`src/rtl/uart_pkg.sv`:
```
// Shared types and constants for the FIFO-fed UART transmitter.
package uart_pkg;

   localparam int unsigned DATA_W = 8;
   localparam int unsigned CNT_W  = 16;
   localparam int unsigned BIDX_W = 3;

   localparam int unsigned PARITY_NONE = 0;
   localparam int unsigned PARITY_EVEN = 1;
   localparam int unsigned PARITY_ODD  = 2;

   localparam logic LINE_IDLE = 1'b1;

   typedef enum logic [2:0] {
      ST_IDLE,
      ST_POP,
      ST_LOAD,
      ST_START,
      ST_DATA,
      ST_PARITY,
      ST_STOP
   } state_t;

endpackage

```
`src/rtl/fifo_uart_tx_if.sv`:
```
// Pop-side handshake between an upstream FIFO and the UART transmitter.
interface fifo_uart_tx_if;
   import uart_pkg::*;

   logic              fifo_empty;
   logic [DATA_W-1:0] fifo_data;
   logic              fifo_pop;

   // Transmitter side: consumes the FIFO.
   modport master (input fifo_empty, input fifo_data, output fifo_pop);
   // FIFO side: supplies data on request.
   modport slave  (output fifo_empty, output fifo_data, input fifo_pop);

endinterface

```
`src/rtl/uart_bit_timer.sv`:
```
// Bit-period counter: counts 0..CLKS_PER_BIT-1 and flags the last cycle of a bit.
module uart_bit_timer
   import uart_pkg::*;
#(
   parameter int unsigned CLKS_PER_BIT = 104
) (
   input  logic clk,
   input  logic reset,
   input  logic clear,
   output logic bit_done
);

   logic [CNT_W-1:0] cnt;

   // Free-running count, zeroed on frame load and at every bit boundary.
   always_ff @(posedge clk) begin
      if (reset || clear) begin
         cnt <= '0;
      end else begin
         cnt <= cnt + CNT_W'(1);
      end
   end

   assign bit_done = (cnt == CNT_W'(CLKS_PER_BIT - 1));

endmodule

```
`src/rtl/fifo_uart_tx.sv`:
```
// UART transmitter that pops bytes from an upstream FIFO and serialises them LSB first.
module fifo_uart_tx
   import uart_pkg::*;
#(
   parameter int unsigned CLKS_PER_BIT = 104,
   parameter int unsigned PARITY       = 0,
   parameter int unsigned STOP_BITS    = 1
) (
   input  logic                  clk,
   input  logic                  reset,
   fifo_uart_tx_if.master        fifo,
   output logic                  tx,
   output logic                  busy
);

   state_t            state, state_nxt;
   logic [DATA_W-1:0] shreg, shreg_nxt;
   logic [BIDX_W-1:0] bit_idx, bit_idx_nxt;
   logic              stop_idx, stop_idx_nxt;
   logic              par_acc, par_acc_nxt;
   logic              tx_nxt;
   logic              bit_done;
   logic              timer_clear_c;

   assign timer_clear_c = (state == ST_LOAD) | bit_done;

   uart_bit_timer #(
      .CLKS_PER_BIT (CLKS_PER_BIT)
   ) u_bit_timer (
      .clk      (clk),
      .reset    (reset),
      .clear    (timer_clear_c),
      .bit_done (bit_done)
   );

   // Next-state, datapath and next line level.
   always_comb begin
      state_nxt    = state;
      shreg_nxt    = shreg;
      bit_idx_nxt  = bit_idx;
      stop_idx_nxt = stop_idx;
      par_acc_nxt  = par_acc;
      tx_nxt       = LINE_IDLE;

      case (state)
         ST_IDLE: begin
            if (!fifo.fifo_empty) state_nxt = ST_POP;
         end
         ST_POP: begin
            state_nxt = ST_LOAD;
         end
         ST_LOAD: begin
            shreg_nxt    = fifo.fifo_data;
            bit_idx_nxt  = '0;
            stop_idx_nxt = 1'b0;
            par_acc_nxt  = 1'b0;
            state_nxt    = ST_START;
         end
         ST_START: begin
            if (bit_done) state_nxt = ST_DATA;
         end
         ST_DATA: begin
            if (bit_done) begin
               par_acc_nxt = par_acc ^ shreg[0];
               shreg_nxt   = {1'b0, shreg[DATA_W-1:1]};
               if (bit_idx == BIDX_W'(DATA_W - 1)) begin
                  state_nxt = (PARITY != PARITY_NONE) ? ST_PARITY : ST_STOP;
               end else begin
                  bit_idx_nxt = bit_idx + BIDX_W'(1);
               end
            end
         end
         ST_PARITY: begin
            if (bit_done) state_nxt = ST_STOP;
         end
         ST_STOP: begin
            if (bit_done) begin
               if (stop_idx == 1'(STOP_BITS - 1)) begin
                  state_nxt = ST_IDLE;
               end else begin
                  stop_idx_nxt = 1'b1;
               end
            end
         end
         default: begin
            state_nxt = ST_IDLE;
         end
      endcase

      // Line level is decided from where the FSM is heading so tx comes straight from a flop.
      case (state_nxt)
         ST_START:  tx_nxt = 1'b0;
         ST_DATA:   tx_nxt = shreg_nxt[0];
         ST_PARITY: tx_nxt = (PARITY == PARITY_ODD) ? ~par_acc_nxt : par_acc_nxt;
         default:   tx_nxt = LINE_IDLE;
      endcase
   end

   // State, datapath and registered outputs.
   always_ff @(posedge clk) begin
      if (reset) begin
         state         <= ST_IDLE;
         shreg         <= '0;
         bit_idx       <= '0;
         stop_idx      <= 1'b0;
         par_acc       <= 1'b0;
         tx            <= LINE_IDLE;
         busy          <= 1'b0;
         fifo.fifo_pop <= 1'b0;
      end else begin
         state         <= state_nxt;
         shreg         <= shreg_nxt;
         bit_idx       <= bit_idx_nxt;
         stop_idx      <= stop_idx_nxt;
         par_acc       <= par_acc_nxt;
         tx            <= tx_nxt;
         busy          <= (state_nxt != ST_IDLE);
         fifo.fifo_pop <= (state_nxt == ST_POP);
      end
   end

endmodule
```
`src/flat_wrapper.sv`:
```
// flat-port wrapper written by rule: the top's interface ports become plain ports
module fifo_uart_tx_flat import uart_pkg::*;
#(
   parameter int unsigned CLKS_PER_BIT = 104,
   parameter int unsigned PARITY       = 0,
   parameter int unsigned STOP_BITS    = 1
)
  (clk, reset, tx, busy, fifo_fifo_empty, fifo_fifo_data, fifo_fifo_pop);
  fifo_uart_tx_if fifo_i ();
  input  logic clk;
  input  logic reset;
  output logic tx;
  output logic busy;
  input wire logic [$bits(fifo_i.fifo_empty)-1:0] fifo_fifo_empty;
  input wire logic [$bits(fifo_i.fifo_data)-1:0] fifo_fifo_data;
  output wire logic [$bits(fifo_i.fifo_pop)-1:0] fifo_fifo_pop;
  assign fifo_i.fifo_empty = fifo_fifo_empty;
  assign fifo_i.fifo_data = fifo_fifo_data;
  assign fifo_fifo_pop = fifo_i.fifo_pop;
  fifo_uart_tx #(.CLKS_PER_BIT(CLKS_PER_BIT), .PARITY(PARITY), .STOP_BITS(STOP_BITS)) u_core (.clk(clk), .reset(reset), .fifo(fifo_i), .tx(tx), .busy(busy));
endmodule
```
`config.mk`:
```
export PLATFORM = sky130hd
export DESIGN_NAME = fifo_uart_tx_flat
export DESIGN_NICKNAME = d
export VERILOG_FILES = /design/src/rtl/uart_pkg.sv /design/src/rtl/fifo_uart_tx_if.sv /design/src/rtl/uart_bit_timer.sv /design/src/rtl/fifo_uart_tx.sv /design/src/flat_wrapper.sv
export SDC_FILE = /design/constraint.sdc
export NUM_CORES = 1
export LEC_CHECK = 0
export ABC_AREA = 0
export BUFFER_PORTS_ARGS = -buffer_cell sky130_fd_sc_hd__buf_2
export CAP_MARGIN = 20
export CORE_MARGIN = 2
export CORE_UTILIZATION = 55
export DETAILED_ROUTE_END_ITERATION = 8
export HOLD_SLACK_MARGIN = 0.06
export PLACE_DENSITY = 0.74
export SETUP_SLACK_MARGIN = 0.05
export SYNTH_ARGS = -nofsm -noshare
export SYNTH_HDL_FRONTEND = slang
export SYNTH_HIERARCHICAL = 1
export SYNTH_SLANG_ARGS = --single-unit
```
`constraint.sdc`:
```
create_clock -name clk -period 3.7 [get_ports clk]
set_input_delay 0.185 -clock clk [delete_from_list [all_inputs] [get_ports clk]]
set_output_delay 0.185 -clock clk [all_outputs]
set_load 0.01 [all_outputs]
```
After elaboration in Yosys (flattened, before gate mapping)
Cells that the tools add are included.
{ "totals": {"ff_bits": 35, "inputBits": 11, "output_inout_bits": 3} }
{ "classes": {"add_sub_neg": 2, "n_eq_ne": 15, "mux": 19, "n_bitwise": 2, "n_reduce_logical": 8} }
{ "op_table": {"columns": ["cell", "n"], "rows": [
  ["2-to-1 mux 3 bit", 9],
  ["case mux 3 bit (7 select lines)", 1],
  ["== test 3 bit (second input constant)", 6],
  ["adder 16 x 1 -> 16 bit (second input constant)", 1],
  ["== test 16 x 7 -> 1 bit (second input constant)", 1],
  ["case mux 8 bit (2 select lines)", 1],
  ["== test 3 x 2 -> 1 bit (second input constant)", 3],
  ["2-to-1 mux 8 bit", 1],
  ["== test 3 x 1 -> 1 bit (second input constant)", 2],
  ["case mux 3 bit (2 select lines)", 1],
  ["inequality test 2 x 1 -> 1 bit (second input constant)", 2],
  ["case mux 1 bit (2 select lines)", 2],
  ["AND reduction 2 bit", 2],
  ["nonzero test 2 bit", 2],
  ["adder 3 x 1 -> 3 bit (second input constant)", 1],
  ["zero test 3 bit", 1],
  ["2-to-1 mux 1 bit", 3],
  ["case mux 1 bit (3 select lines)", 1],
  ["AND reduction 3 bit", 1],
  ["nonzero test 3 bit", 1],
  ["inequality test 2 bit (second input constant)", 1],
  ["logical OR 1 bit", 1],
  ["bitwise OR 1 bit", 1],
  ["XOR 1 bit", 1]
]} }

Longest topological paths before layout
{ "logic_depth": {"depth_word": 6, "mapped_depth": 9} }

By module
Netlist, hierarchy kept.
{ "modules_own_cells": {"columns": ["mod", "n_inst", "cells_each", "area_per_inst_um2"], "rows": [
  ["fifo_uart_tx", 1, 111, 957.2],
  ["uart_bit_timer", 1, 84, 749.5]
]} }

Least setup slack after synthesis
OpenSTA, ideal clock, no wires.
{ "synth_timing": {"path_kind": "flip-flop to flip-flop", "start": "register u_core.u_bit_timer.cnt[9]", "end": "register u_core.tx", "t_arrival_ns": 2.303, "t_required_ns": 3.578, "path_slack_ns": 1.275, "path_stages_with_launch": 10, "path_buffers": 1, "cell_sequence": "dfxtp_1 > or4_1 > nor4_1 > and4_1 > buf_6 > nand2b_4 > a32o_1 > a221oi_2 > mux2i_1 > o32a_1"} }
{ "synth_via": {"elab_chain_cells": 5} }
{ "synth_lines": {"columns": ["element", "line_no", "text"], "rows": [
  ["start, declared", "uart_bit_timer.sv:13", "logic [CNT_W-1:0] cnt;"],
  ["start signal, assigned", "uart_bit_timer.sv:20", "cnt <= cnt + CNT_W'(1);"],
  ["== test 16 x 7 -> 1 bit (*)", "uart_bit_timer.sv:24", "assign bit_done = (cnt == CNT_W'(CLKS_PER_BIT - 1));"],
  ["net u_core.bit_done", "fifo_uart_tx.sv:22", "logic bit_done;"],
  ["2-to-1 mux 3 bit (on tied branches)", null, null],
  ["case mux 3 bit (7 select lines)", "fifo_uart_tx.sv:45", "case (state)"],
  ["== test 3 bit / == test 3 x 2 -> 1 bit (equally long branches)", "fifo_uart_tx.sv:91", "case (state_nxt)"],
  ["case mux 1 bit (3 select lines) (*)", "fifo_uart_tx.sv:91", null],
  ["end signal, assigned", "fifo_uart_tx.sv:116", "tx <= tx_nxt;"],
  ["end, declared", "fifo_uart_tx.sv:12", "output logic tx,"]
]} }
The timed path passes the listed nets; every way through them passes the cells marked *. The select of a mux whose other input is x is not followed.
A chain may end at the register's enable or synchronous reset.

Worst setup path in the final report
{ "layout_timing": {"start": "register u_core.u_bit_timer.cnt[9]", "end": "register u_core.bit_idx[2]"} }
{ "layout_via": {"elab_chain_cells": 3} }
{ "layout_lines": {"columns": ["element", "line_no", "text"], "rows": [
  ["== test 16 x 7 -> 1 bit", "uart_bit_timer.sv:24", null],
  ["net u_core.bit_done", "fifo_uart_tx.sv:22", null],
  ["inequality test 2 x 1 -> 1 bit (no source line)", null, null],
  ["AND reduction 3 bit (no source line)", null, null],
  ["end signal, assigned", "fifo_uart_tx.sv:113", "bit_idx <= bit_idx_nxt;"],
  ["end, declared", "fifo_uart_tx.sv:18", "logic [BIDX_W-1:0] bit_idx, bit_idx_nxt;"]
]} }
The timed path passes the listed nets, and every way through them passes these cells.

==> insert_results.sql <==
INSERT INTO impl_metrics (metric_group, metric, value, unit) VALUES
('cts', 'cts_resized', '0', ''),
('routing', 'wl_per_cell', '13.7', 'µm'),
('routing', 'totalWireLength', '3270', 'µm'),
('sta', 'report.final.setup_viol', '0', ''),
('outcome', 'outcome', 'completed', ''),
('cts', 'worst_skew_pair.late_latency', '0.34', 'ns'),
('power_and_ir_drop', 'p_leak', '0.671', 'nW'),
('routing', 'drt_first_iter_violations', '98', ''),
('logic_synthesis', 'synth_top_area_share', '41.1', '%'),
('power_and_ir_drop', 'share_comb_of_total_power', '9.3', '%'),
('placed_design', 'placed_cell_areas', '0.00175', 'mm²'),
('power_and_ir_drop', 'power.switching_fraction', '23.8', '%'),
('die', 'io-pin-count', '14', ''),
('logic_synthesis', 'syn-cell-area', '0.00171', 'mm²'),
('cts', 'cts_setup_buffers', '0', ''),
('critical_path', 'worstPathArrival', '3.15', 'ns'),
('cts', 'cts.clk_slew.worst_paths', '0.11', 'ns'),
('sta', 'max_clock_freq', '0.342', 'GHz'),
('global_routing', 'maximum_number_of_pins_on_one_net_before_global_route_repair', '20', ''),
('logic_synthesis', 'yosys_warnings', '6', ''),
('sta', 'hold_violations', '0', ''),
('die', 'core_region_area', '0.00300', 'mm²'),
('die', 'core.rowCount', '20', ''),
('die', 'die_x', '59.7', 'µm'),
('sta', 'worst_slew_margin_rel', '53.8', '%'),
('cts', 'cts_sinks', '35', ''),
('power_and_ir_drop', 'power_density', '417', 'mW/mm²'),
('power_and_ir_drop', 'totalPowerFinal', '0.768', 'mW'),
('global_routing', 'grt_antenna_before_repair', '0', ''),
('cts', 'ctsLongestPathBuffers', '2', ''),
('critical_path', 'critical_path.startpoint_type', 'register', ''),
('finish', 'final_core_utilization', '61.3', '%'),
('global_routing', 'grt_pass1_vias', '1307', ''),
('min_path', 'hold_class', 'in -> reg', ''),
('die', 'floorplan.initialDensity', '56.8', '%'),
('cts', 'cts-htree-levels', '2', ''),
('global_routing', 'grt.total_usage', '20.5', '%'),
('power_and_ir_drop', 'clock_power_share', '37.2', '%'),
('finish', 'number_of_nets_in_the_layout', '220', ''),
('logic_synthesis', 'seq_area_frac_synth', '41.1', '%'),
('critical_path', 'timing.critical_path.fanout_max', '11', ''),
('routing', 'route.detailed.drc', '0', ''),
('sta', 'finalClockSkew', '0.00849', 'ns'),
('logic_synthesis', 'unique_masters_post_synth', '49', ''),
('placed_design', 'count_of_input_and_output_buffers', '13', ''),
('die', 'design.die.area', '0.00356', 'mm²'),
('cts', 'cts_hold_repair.buffers', '0', ''),
('routing', 'drt_pre_antenna_iters', '4', ''),
('cts', 'root_buffer', 'sky130_fd_sc_hd__clkbuf_4', ''),
('finish', 'area_delta_synth_final', '7.84', '%'),
('finish', 'antenna_cells_inserted', '0', ''),
('logic_synthesis', 'synthesis.nets', '210', ''),
('logic_synthesis', 'synth_area_leader_cell', 'sky130_fd_sc_hd__dfxtp_1', ''),
('finish', 'design_area', '0.00184', 'mm²'),
('sta', 'fin_setup_tns', '0', 'ns'),
('logic_synthesis', 'avgSynthCellArea', '8.75', 'µm²'),
('sta', 'fraction_of_the_cycle_the_final_worst_path_needs', '78.9', '%'),
('sta', 'worst_slew_pin_slew', '0.691', 'ns'),
('logic_synthesis', 'synth-main-ff-cell', 'sky130_fd_sc_hd__dfxtp_1', ''),
('power_and_ir_drop', 'internal-power', '0.585', 'mW'),
('power_and_ir_drop', 'switchingPower', '0.183', 'mW'),
('sta', 'slew_viol_final', '0', ''),
('placed_design', 'routabilityCongestion', '0.825', ''),
('logic_synthesis', 'synth_edf_count', '0', ''),
('critical_path', 'cp-end-kind', 'register', ''),
('cts', 'tritoncts.num_buffers', '5', ''),
('run', 'timing.max_cap.violations', '0', ''),
('sta', 'rsz0062_at_grt', 'false', ''),
('global_routing', 'gr-total-overflow', '0', ''),
('logic_synthesis', 'synth-seq-cells', '35', ''),
('global_routing', 'grt_first_pass_wirelength', '5500', 'µm');
## state kept, by name, indices dropped and copies added, names as in the netlist
register and count:
u_core/bit_idx 3, u_core/busy 1, u_core/fifo.fifo_pop 1, u_core/par_acc 1, u_core/shreg 8, u_core/state 3
u_core/stop_idx 1, u_core/tx 1, u_core/u_bit_timer/cnt 16
## logic make-up after synthesis
family          Yosys count  share of synthesized area [%]
mux                       1                          0.587
simple gates             84                           28.0
flops                    35                           41.1
xor+xnor                 12                           6.16
fa+ha+maj                 4                           2.93
buf+inv                  22                           6.30
compound gates           37                           15.0
## layer usage
metal	GRT usage, %	part of all wire, %
met1	24.0	43
met2	34.8	50
met3	5.41	4.5
met4	9.21	2.4
met5	0	0
## placed cells by master, fill, tap and decap left out, drive strengths merged, types with 2 or more instances in the layout
cell / n
or2: 2
dfxtp: 35
nor2b: 3
clkbuf: 6
a31o: 2
nor3b: 2
o211ai: 2
buf: 14
nor4b: 2
nor3: 5
xnor2: 11
nand2: 13
o21ai: 4
ha: 4
inv: 11
nor2: 28
nor4: 4
o32a: 2
a22oi: 9
nand2b: 3
and2: 2
nand3: 7
nand4: 5
a21oi: 13
or3: 2
## stage by stage
| step | hold WS, ns | instances | setup slack (ns) |
|---|---|---|---|
| after floorplan | 0.346 | 195 | 1.27 |
| after global placement | 0.442 | 231 | 0.934 |
| after detailed placement | 0.445 | 231 | 0.820 |
| after CTS | 0.0766 | 239 | 0.788 |
| after global routing | 0.0813 | 239 | 0.587 |
| final | 0.0882 | 239 | 0.779 |
## synthesized netlist by cell type, types with 2 or more instances
cell type / number
sky130_fd_sc_hd__dfxtp_1: 35
sky130_fd_sc_hd__nor2_1: 27
sky130_fd_sc_hd__a21oi_1: 13
sky130_fd_sc_hd__nand2_1: 13
sky130_fd_sc_hd__xnor2_1: 11
sky130_fd_sc_hd__inv_1: 10
sky130_fd_sc_hd__a22oi_1: 9
sky130_fd_sc_hd__nand3_1: 7
sky130_fd_sc_hd__buf_4: 4
sky130_fd_sc_hd__ha_1: 4
sky130_fd_sc_hd__nor3_1: 4
sky130_fd_sc_hd__o21ai_0: 4
sky130_fd_sc_hd__clkbuf_1: 3
sky130_fd_sc_hd__nand4_1: 3
sky130_fd_sc_hd__nor2b_1: 3
sky130_fd_sc_hd__nor4_2: 3
sky130_fd_sc_hd__and2_1: 2
sky130_fd_sc_hd__buf_2: 2
sky130_fd_sc_hd__nand2b_1: 2
sky130_fd_sc_hd__nand4_2: 2
sky130_fd_sc_hd__nor4b_1: 2
sky130_fd_sc_hd__o211ai_1: 2
sky130_fd_sc_hd__o32a_1: 2
sky130_fd_sc_hd__or2_2: 2
sky130_fd_sc_hd__or3_1: 2
## cell type report
cell class / count / area, µm² / area share (%)
flip-flops and latches: 35 / 701 / 38.1
inverters: 11 / 41.3 / 2.24
clock buffers: 6 / 51.3 / 2.79
well taps: 33 / 41.3 / 2.24
multi-input cells: 138 / 898 / 48.8
repair buffers: 14 / 72.6 / 3.94
clock inverters: 2 / 35.0 / 1.90
## worst max-delay path, stage by stage (launching register included)
cell and delay, ns:
sky130_fd_sc_hd__dfxtp_1 0.39, sky130_fd_sc_hd__or4_1 0.55, sky130_fd_sc_hd__nor4_1 0.24, sky130_fd_sc_hd__and4_1 0.49
sky130_fd_sc_hd__nor4bb_1 0.32, sky130_fd_sc_hd__buf_4 0.19, sky130_fd_sc_hd__nor2_2 0.08, sky130_fd_sc_hd__a31o_2 0.29
sky130_fd_sc_hd__a22oi_1 0.20, sky130_fd_sc_hd__nor2_1 0.06
## power by group through the flow
stage                     registers [mW]  logic [mW]  clock network (mW)
final                              0.411      0.0717               0.285
after global routing               0.413      0.0803               0.309
after CTS                          0.410      0.0721               0.294
after detailed placement           0.419      0.0717                   0
after global placement             0.418      0.0694                   0
after floorplan                    0.413      0.0603                   0
## final timing paths
check	endpoint	slack, ns	cells after the start	start
max reg2reg	u_core/bit_idx[2]	0.78	9	u_core/u_bit_timer/cnt[9]
min reg2reg	u_core/shreg[5]	0.46	2	u_core/shreg[5]
max	u_core/bit_idx[2]	0.78	9	u_core/u_bit_timer/cnt[9]
min	u_core/shreg[7]	0.09	3	fifo_fifo_data[7]
Power figures use the tool's default switching activity.
